`config.mk`:
```
export PLATFORM = sky130hd
export DESIGN_NAME = avalon_rsa_dma
export DESIGN_NICKNAME = d
export VERILOG_FILES = /design/src/rtl/avalon_rsa_dma.sv
export SDC_FILE = /design/constraint.sdc
export NUM_CORES = 2
export LEC_CHECK = 0
export ABC_AREA = 1
export CAP_MARGIN = 20
export CORE_MARGIN = 4
export CORE_UTILIZATION = 55
export CTS_CLUSTER_SIZE = 28
export DETAILED_ROUTE_END_ITERATION = 8
export GPL_TIMING_DRIVEN = 0
export PLACE_DENSITY = 0.83
export SETUP_SLACK_MARGIN = 0.4
export SLEW_MARGIN = 0
export SYNTH_ARGS = -nofsm -noshare
export SYNTH_HDL_FRONTEND = slang
export SYNTH_SLANG_ARGS = --single-unit
```
`constraint.sdc`:
```
create_clock -name i_clk -period 4.45 [get_ports i_clk]
set_input_delay 0.89 -clock i_clk [delete_from_list [all_inputs] [get_ports i_clk]]
set_output_delay 0.89 -clock i_clk [all_outputs]
set_load 0.05 [all_outputs]
```
`src/rtl/avalon_rsa_dma.sv`:
```
// Avalon-MM DMA front end for a byte-serial RSA core: fetches modulus/exponent/message
// words per job, runs the core, and writes the result word back to memory.
module avalon_rsa_dma #(
  parameter int DATA_W       = 256,
  parameter int ADDR_W       = 32,
  parameter int CORE_TIMEOUT = 65535,
  localparam int NB          = DATA_W / 8,
  localparam int CA_W        = $clog2(NB)
) (
  input  logic              i_clk,
  input  logic              i_reset,
  input  logic              i_avm_m0_waitrequest,
  input  logic              i_avm_m0_readdatavalid,
  output logic              o_avm_m0_read,
  output logic              o_avm_m0_write,
  output logic [ADDR_W-1:0] o_avm_m0_address,
  input  logic [DATA_W-1:0] i_avm_m0_readdata,
  output logic [DATA_W-1:0] o_avm_m0_writedata,
  input  logic [2:0]        i_avs_s0_address,
  input  logic              i_avs_s0_read,
  input  logic              i_avs_s0_write,
  input  logic [31:0]       i_avs_s0_writedata,
  output logic [31:0]       o_avs_s0_readdata,
  output logic              o_avs_s0_waitrequest,
  output logic              o_core_we,
  output logic              o_core_oe,
  output logic              o_core_start,
  output logic [1:0]        o_core_reg_sel,
  output logic [CA_W-1:0]   o_core_addr,
  output logic [7:0]        o_core_data_i,
  input  logic [7:0]        i_core_data_o,
  input  logic              i_core_ready,
  output logic              o_irq
);

  typedef enum logic [3:0] {
    S_IDLE, S_RD_REQ, S_RD_WAIT, S_LOAD, S_START, S_CALC, S_UNLOAD, S_WR, S_NEXT
  } state_t;

  localparam logic [ADDR_W-1:0] NB_A     = ADDR_W'(NB);
  localparam logic [CA_W-1:0]   CA_ONE   = CA_W'(1);
  localparam logic [CA_W-1:0]   CA_LAST  = CA_W'(NB - 1);
  localparam logic [CA_W:0]     CNT_ONE  = (CA_W+1)'(1);
  localparam logic [CA_W:0]     CNT_NB   = (CA_W+1)'(NB);
  localparam logic [CA_W:0]     CNT_LAST = (CA_W+1)'(NB - 1);
  localparam logic [31:0]       TMO_LAST = 32'(CORE_TIMEOUT - 1);

  state_t              r_state;
  logic                r_read, r_write, r_we, r_oe, r_start;
  logic [ADDR_W-1:0]   r_addr, r_src, r_dst, r_rd_ptr, r_wr_ptr;
  logic [DATA_W-1:0]   r_word, r_wbuf;
  logic [1:0]          r_reg_sel, r_k;
  logic [CA_W-1:0]     r_caddr;
  logic [7:0]          r_cdata;
  logic [31:0]         r_rdata, r_tmo;
  logic                r_irq_en, r_busy, r_done, r_err, r_first, r_abort;
  logic [15:0]         r_job_count, r_jobs_done;
  logic [CA_W:0]       r_cnt;

  logic                w_go, w_abort_req, w_quiet;
  logic [1:0]          w_sel;
  logic [CA_W-1:0]     w_nx, w_ub;
  logic [CA_W+2:0]     w_nbit, w_ubit;
  logic [15:0]         w_jd_nx;

  assign w_go        = i_avs_s0_write && (i_avs_s0_address == 3'd0) && i_avs_s0_writedata[0] && !r_busy;
  assign w_abort_req = i_avs_s0_write && (i_avs_s0_address == 3'd0) && i_avs_s0_writedata[2] && r_busy;
  assign w_sel       = (r_k == 2'd0) ? 2'b10 : (r_k == 2'd1) ? 2'b11 : 2'b01;
  assign w_nx        = r_caddr + CA_ONE;
  assign w_ub        = r_cnt[CA_W-1:0] - CA_ONE;
  assign w_nbit      = {w_nx, 3'b000};
  assign w_ubit      = {w_ub, 3'b000};
  assign w_jd_nx     = r_jobs_done + 16'd1;

  // Abort may only land when no master command is held or a read reply is still owed.
  always_comb begin
    w_quiet = 1'b1;
    case (r_state)
      S_RD_REQ:  w_quiet = 1'b0;
      S_RD_WAIT: w_quiet = i_avm_m0_readdatavalid;
      S_WR:      w_quiet = !i_avm_m0_waitrequest;
      default:   w_quiet = 1'b1;
    endcase
  end

  always_ff @(posedge i_clk or negedge i_reset) begin
    if (!i_reset) begin
      r_state <= S_IDLE;
      r_read <= 1'b0; r_write <= 1'b0; r_we <= 1'b0; r_oe <= 1'b0; r_start <= 1'b0;
      r_addr <= '0; r_src <= '0; r_dst <= '0; r_rd_ptr <= '0; r_wr_ptr <= '0;
      r_word <= '0; r_wbuf <= '0; r_reg_sel <= '0; r_k <= '0; r_caddr <= '0; r_cdata <= '0;
      r_rdata <= '0; r_tmo <= '0; r_irq_en <= 1'b0; r_busy <= 1'b0; r_done <= 1'b0;
      r_err <= 1'b0; r_first <= 1'b0; r_abort <= 1'b0;
      r_job_count <= '0; r_jobs_done <= '0; r_cnt <= '0;
    end else begin
      if (i_avs_s0_read) begin
        case (i_avs_s0_address)
          3'd0:    r_rdata <= {30'd0, r_irq_en, 1'b0};
          3'd1:    r_rdata <= {29'd0, r_err, r_done, r_busy};
          3'd2:    r_rdata <= 32'(r_src);
          3'd3:    r_rdata <= 32'(r_dst);
          3'd4:    r_rdata <= {16'd0, r_job_count};
          3'd5:    r_rdata <= {16'd0, r_jobs_done};
          default: r_rdata <= '0;
        endcase
      end
      if (i_avs_s0_write) begin
        case (i_avs_s0_address)
          3'd0: r_irq_en <= i_avs_s0_writedata[1];
          3'd1: begin
            if (i_avs_s0_writedata[1]) r_done <= 1'b0;
            if (i_avs_s0_writedata[2]) r_err  <= 1'b0;
          end
          3'd2: if (!r_busy) r_src <= ADDR_W'(i_avs_s0_writedata);
          3'd3: if (!r_busy) r_dst <= ADDR_W'(i_avs_s0_writedata);
          3'd4: if (!r_busy) r_job_count <= i_avs_s0_writedata[15:0];
          default: ;
        endcase
      end
      if (w_abort_req) r_abort <= 1'b1;

      if (r_abort && w_quiet && r_state != S_IDLE) begin
        r_state <= S_IDLE;
        r_busy  <= 1'b0;
        r_abort <= 1'b0;
        r_read <= 1'b0; r_write <= 1'b0; r_we <= 1'b0; r_oe <= 1'b0; r_start <= 1'b0;
      end else begin
        case (r_state)
          S_IDLE: begin
            r_abort <= 1'b0;
            if (w_go) begin
              r_jobs_done <= '0;
              r_err       <= 1'b0;
              if (r_job_count == 16'd0) begin
                r_done <= 1'b1;
              end else begin
                r_done   <= 1'b0;
                r_busy   <= 1'b1;
                r_rd_ptr <= r_src;
                r_wr_ptr <= r_dst;
                r_k      <= '0;
                r_read   <= 1'b1;
                r_addr   <= r_src;
                r_state  <= S_RD_REQ;
              end
            end
          end
          S_RD_REQ: if (!i_avm_m0_waitrequest) begin
            r_read   <= 1'b0;
            r_rd_ptr <= r_rd_ptr + NB_A;
            r_state  <= S_RD_WAIT;
          end
          S_RD_WAIT: if (i_avm_m0_readdatavalid) begin
            r_word    <= i_avm_m0_readdata;
            r_we      <= 1'b1;
            r_caddr   <= '0;
            r_cdata   <= i_avm_m0_readdata[7:0];
            r_reg_sel <= w_sel;
            r_state   <= S_LOAD;
          end
          S_LOAD: begin
            if (r_caddr == CA_LAST) begin
              r_we    <= 1'b0;
              r_caddr <= '0;
              if (r_k == 2'd2) begin
                r_start <= 1'b1;
                r_state <= S_START;
              end else begin
                r_k     <= r_k + 2'd1;
                r_read  <= 1'b1;
                r_addr  <= r_rd_ptr;
                r_state <= S_RD_REQ;
              end
            end else begin
              r_caddr <= w_nx;
              r_cdata <= r_word[w_nbit +: 8];
            end
          end
          S_START: begin
            r_start <= 1'b0;
            r_tmo   <= '0;
            r_first <= 1'b1;
            r_state <= S_CALC;
          end
          S_CALC: begin
            r_first <= 1'b0;
            // A ready still high from the previous operation is ignored right after start.
            if (i_core_ready && !r_first) begin
              r_oe    <= 1'b1;
              r_caddr <= '0;
              r_cnt   <= '0;
              r_state <= S_UNLOAD;
            end else if (r_tmo == TMO_LAST) begin
              r_err   <= 1'b1;
              r_busy  <= 1'b0;
              r_state <= S_IDLE;
            end else begin
              r_tmo <= r_tmo + 32'd1;
            end
          end
          S_UNLOAD: begin
            // Core output lags the address by one cycle, so byte cnt-1 lands now.
            if (r_cnt != '0) r_wbuf[w_ubit +: 8] <= i_core_data_o;
            if (r_cnt == CNT_NB) begin
              r_write <= 1'b1;
              r_addr  <= r_wr_ptr;
              r_state <= S_WR;
            end else begin
              r_cnt   <= r_cnt + CNT_ONE;
              r_caddr <= w_nx;
              r_oe    <= (r_cnt != CNT_LAST);
            end
          end
          S_WR: if (!i_avm_m0_waitrequest) begin
            r_write  <= 1'b0;
            r_wr_ptr <= r_wr_ptr + NB_A;
            r_state  <= S_NEXT;
          end
          S_NEXT: begin
            r_jobs_done <= w_jd_nx;
            if (w_jd_nx == r_job_count) begin
              r_done  <= 1'b1;
              r_busy  <= 1'b0;
              r_state <= S_IDLE;
            end else begin
              r_k     <= '0;
              r_read  <= 1'b1;
              r_addr  <= r_rd_ptr;
              r_state <= S_RD_REQ;
            end
          end
          default: r_state <= S_IDLE;
        endcase
      end
    end
  end

  assign o_avm_m0_read        = r_read;
  assign o_avm_m0_write       = r_write;
  assign o_avm_m0_address     = r_addr;
  assign o_avm_m0_writedata   = r_wbuf;
  assign o_avs_s0_readdata    = r_rdata;
  assign o_avs_s0_waitrequest = 1'b0;
  assign o_core_we            = r_we;
  assign o_core_oe            = r_oe;
  assign o_core_start         = r_start;
  assign o_core_reg_sel       = r_reg_sel;
  assign o_core_addr          = r_caddr;
  assign o_core_data_i        = r_cdata;
  assign o_irq                = (r_done | r_err) & r_irq_en;

endmodule

```
==> results.sh <==
export IMPL_root_buffer="clkbuf_16"
export IMPL_cts_buffers=86
export IMPL_layout_commonest_cell="nand2_1"
export IMPL_critPathLaunch="r_cnt[0]"
export IMPL_skew_ns=0.02094
export IMPL_cp_slowest_cell="dfrtp_1"
export IMPL_rr_worst_depth=14
export IMPL_die_w_um=270.6
export IMPL_clk_path_buf_depth=3
export IMPL_ctsResizeCount=0
export IMPL_die_area_sq_mm=0.07324
export IMPL_syn_area_sq_mm=0.03794
export IMPL_yosys_area_top_type_share_pct=53.17
export IMPL_gp_congestion=1.003
export IMPL_ff2ff_setup_slack_ns=1.04
export IMPL_status="finished clean"
export IMPL_layout_common_cells="nand2_1, dfrtp_1, clkdlybuf4s50_1"
export IMPL_period_share_pct=76.63
export IMPL_p_per_area_mw_per_mm2=593.7
export IMPL_yosysSeqAreaShare_pct=53.17
export IMPL_grt_max_degree=119
export IMPL_synth_seq_cells=806
export IMPL_nNetsFinal=5432
export IMPL_drv_cap=0
export IMPL_critPathCapture="o_avm_m0_writedata[240]"
export IMPL_vdd_drop_max_mv=0.4015
export IMPL_cp_start_kind="register"
export IMPL_worstPathArrival_ns=3.93
export IMPL_cts_sinks=806
export IMPL_netlist_instances=4369
export IMPL_avgRoutedWirePerCell_um=22.82
export IMPL_power_total_mw=28.83
export IMPL_vias_per_cell=6.027
export IMPL_place_area_sq_mm=0.04570
export IMPL_yosys_area_top_type="dfrtp_1"
export IMPL_routed_wl_mm=139.0
export IMPL_syn_nets=4691
export IMPL_async_flop_share_pct=100.0
export IMPL_required_ns=4.97
export IMPL_timing_fmax_mhz=293.3
export IMPL_grt_use_total_pct=36.73
export IMPL_setup_violations_final=0
export IMPL_crit_chain="inv_2 > clkbuf_1 > ha_1 > buf_2 > nand2_1 > nor2_1 > nand2_2 > nand2_2 > nand2_2 > nor3_1 > nand2_1 > buf_2 > nand2_1 > o21ai_0"
export IMPL_critPathMaxStageDelay_ns=0.48
export IMPL_grt_setup_unrepaired="no"
export IMPL_start_util_pct=55.41
export IMPL_cts_max_level=3
export IMPL_cts_setup_buffers=0
export IMPL_vias=36710
export IMPL_dp_hpwl_mm=105.7
export IMPL_endpoint_kind="register"
export IMPL_synth_edf_count=0
export IMPL_syn_to_final_growth_pct=28.00
export IMPL_worstMarginPinSlew_ns=0.9426
export IMPL_fp_coreArea_sq_mm=0.06847
export IMPL_design_area_sq_mm=0.04856
export IMPL_drt_iter0_markers=4596
export IMPL_hp_class="in -> async"
export IMPL_gr_total_overflow=0
export IMPL_syn_avg_cell_area_sq_um=8.683
export IMPL_drive_above_1_share_pct=8.873
export IMPL_rr_startpoint="r_cnt[0]"
export IMPL_slew_headroom_pct=37.16
export IMPL_fp_row_count=96
export IMPL_finalSetupTns_ns=0
export IMPL_reg2reg_to="o_avm_m0_writedata[240]"
export IMPL_clock_latency_ns=0.65
export IMPL_io_buffers=645
export IMPL_crit_type="reg -> reg"
export IMPL_synthDistinctLibCells=54
export IMPL_die_h_um=270.6
export IMPL_cts_hold_buffers=0
export IMPL_cts_tree="yes"
export IMPL_grt_pass1_wl_mm=209.7
export IMPL_slew_violations=0
export IMPL_clk_pin_slew_ns=0.06
export IMPL_leakage_nw=20.91
export IMPL_grt_pass1_vias=35370
export IMPL_synth_top_cells_by_area="dfrtp_1, nand2_1, o21ai_0"
export IMPL_cp_max_fo=12
export IMPL_drc=0
export IMPL_yosys_warnings=0
export IMPL_io_pins=648
export IMPL_ant_nets=0
export IMPL_fin_crit_ns=3.410
export IMPL_hold_viol=0
export IMPL_dr_pass1_iters=8
export IMPL_synth_flop_cell="dfrtp_1"
export IMPL_antenna_found_initial=35
cell families after synthesis:
group,Yosys count,synth area share (%)
AO/OA/AOI/OAI,1051,15.05
multiplexers,159,4.710
flip-flops,806,53.17
adder cells (fa/ha/maj),16,0.5277
AND/OR/NAND/NOR,1590,18.03
XOR/XNOR,50,1.174
other,1,0.009885
buffers and inverters,696,7.325
critical path, delay by kind of cell, from the launching register on:
kind	cells	cell delay, ns
simple gates	8	1.50
buf+inv	4	1.02
flops	1	0.48
fa+ha+maj	1	0.22
compound gates	1	0.08
worst min-delay path by stage:
stage | start | endpoint | slack (ns) | cells past startpoint
finish | i_reset | o_avm_m0_writedata[30] | 0.18 | 1
global route | i_reset | o_avm_m0_writedata[30] | 0.19 | 1
CTS | i_reset | o_avm_m0_writedata[158] | 0.17 | 1
detailed placement | r_wr_ptr[4] | r_wr_ptr[4] | 0.47 | 2
global placement | o_avm_m0_writedata[160] | o_avm_m0_writedata[160] | 0.46 | 2
floorplan | r_wr_ptr[3] | r_wr_ptr[3] | 0.45 | 2
cells in the mapped netlist (all sizes together), types with 7 or more instances:
library cell,instances
nor2,198
o2111ai,14
nand4,54
o31ai,34
xor2,46
mux2,156
dfrtp,806
a31oi,12
a221oi,7
a22oi,15
nor3,62
a21oi,154
clkbuf,125
o211ai,55
buf,95
nand2,986
nor4,29
o22ai,52
inv,471
o21ai,701
nand3,245
ha,16
routing by layer:
| layer | GRT usage [%] | part of all wire (%) |
|---|---|---|
| met1 | 48.99 | 38 |
| met2 | 56.86 | 45 |
| met3 | 7.653 | 10 |
| met4 | 19.88 | 6.2 |
| met5 | 0 | 0 |
per-stage QoR:
stage          util [%]  hold WS [ns]  setup WS (ns)  std cells
5_1_grt           70.92        0.1918         0.8008       6089
6_report          70.92        0.1815          1.040       6090
3_5_place_dp      66.75        0.4691         0.7478       5904
3_3_place_gp      66.45        0.4641         -33.32       5896
2_1_floorplan         -        0.4489          1.851       4369
4_1_cts           70.79        0.1722          1.096       6055
report_power, final:
part	total (mW)	switching (mW)	internal, mW
sequential	10.8	1.41	9.41
combinational	10.8	7.35	3.49
clock	7.16	3.08	4.08
total	28.8	11.8	17.0
layout make-up:
class | count | area [sq um]
Sequential cell | 806 | 20170
Fill cell | 5113 | 19910
Multi-Input combinational cell | 2867 | 14990
Timing Repair Buffer | 653 | 6661
Clock buffer | 122 | 2447
Inverter | 476 | 1794
Tap cell | 882 | 1104
Buffer | 220 | 984.7
Clock inverter | 29 | 320.3
Antenna cell | 35 | 87.58
(Power assumes the default switching activity.)
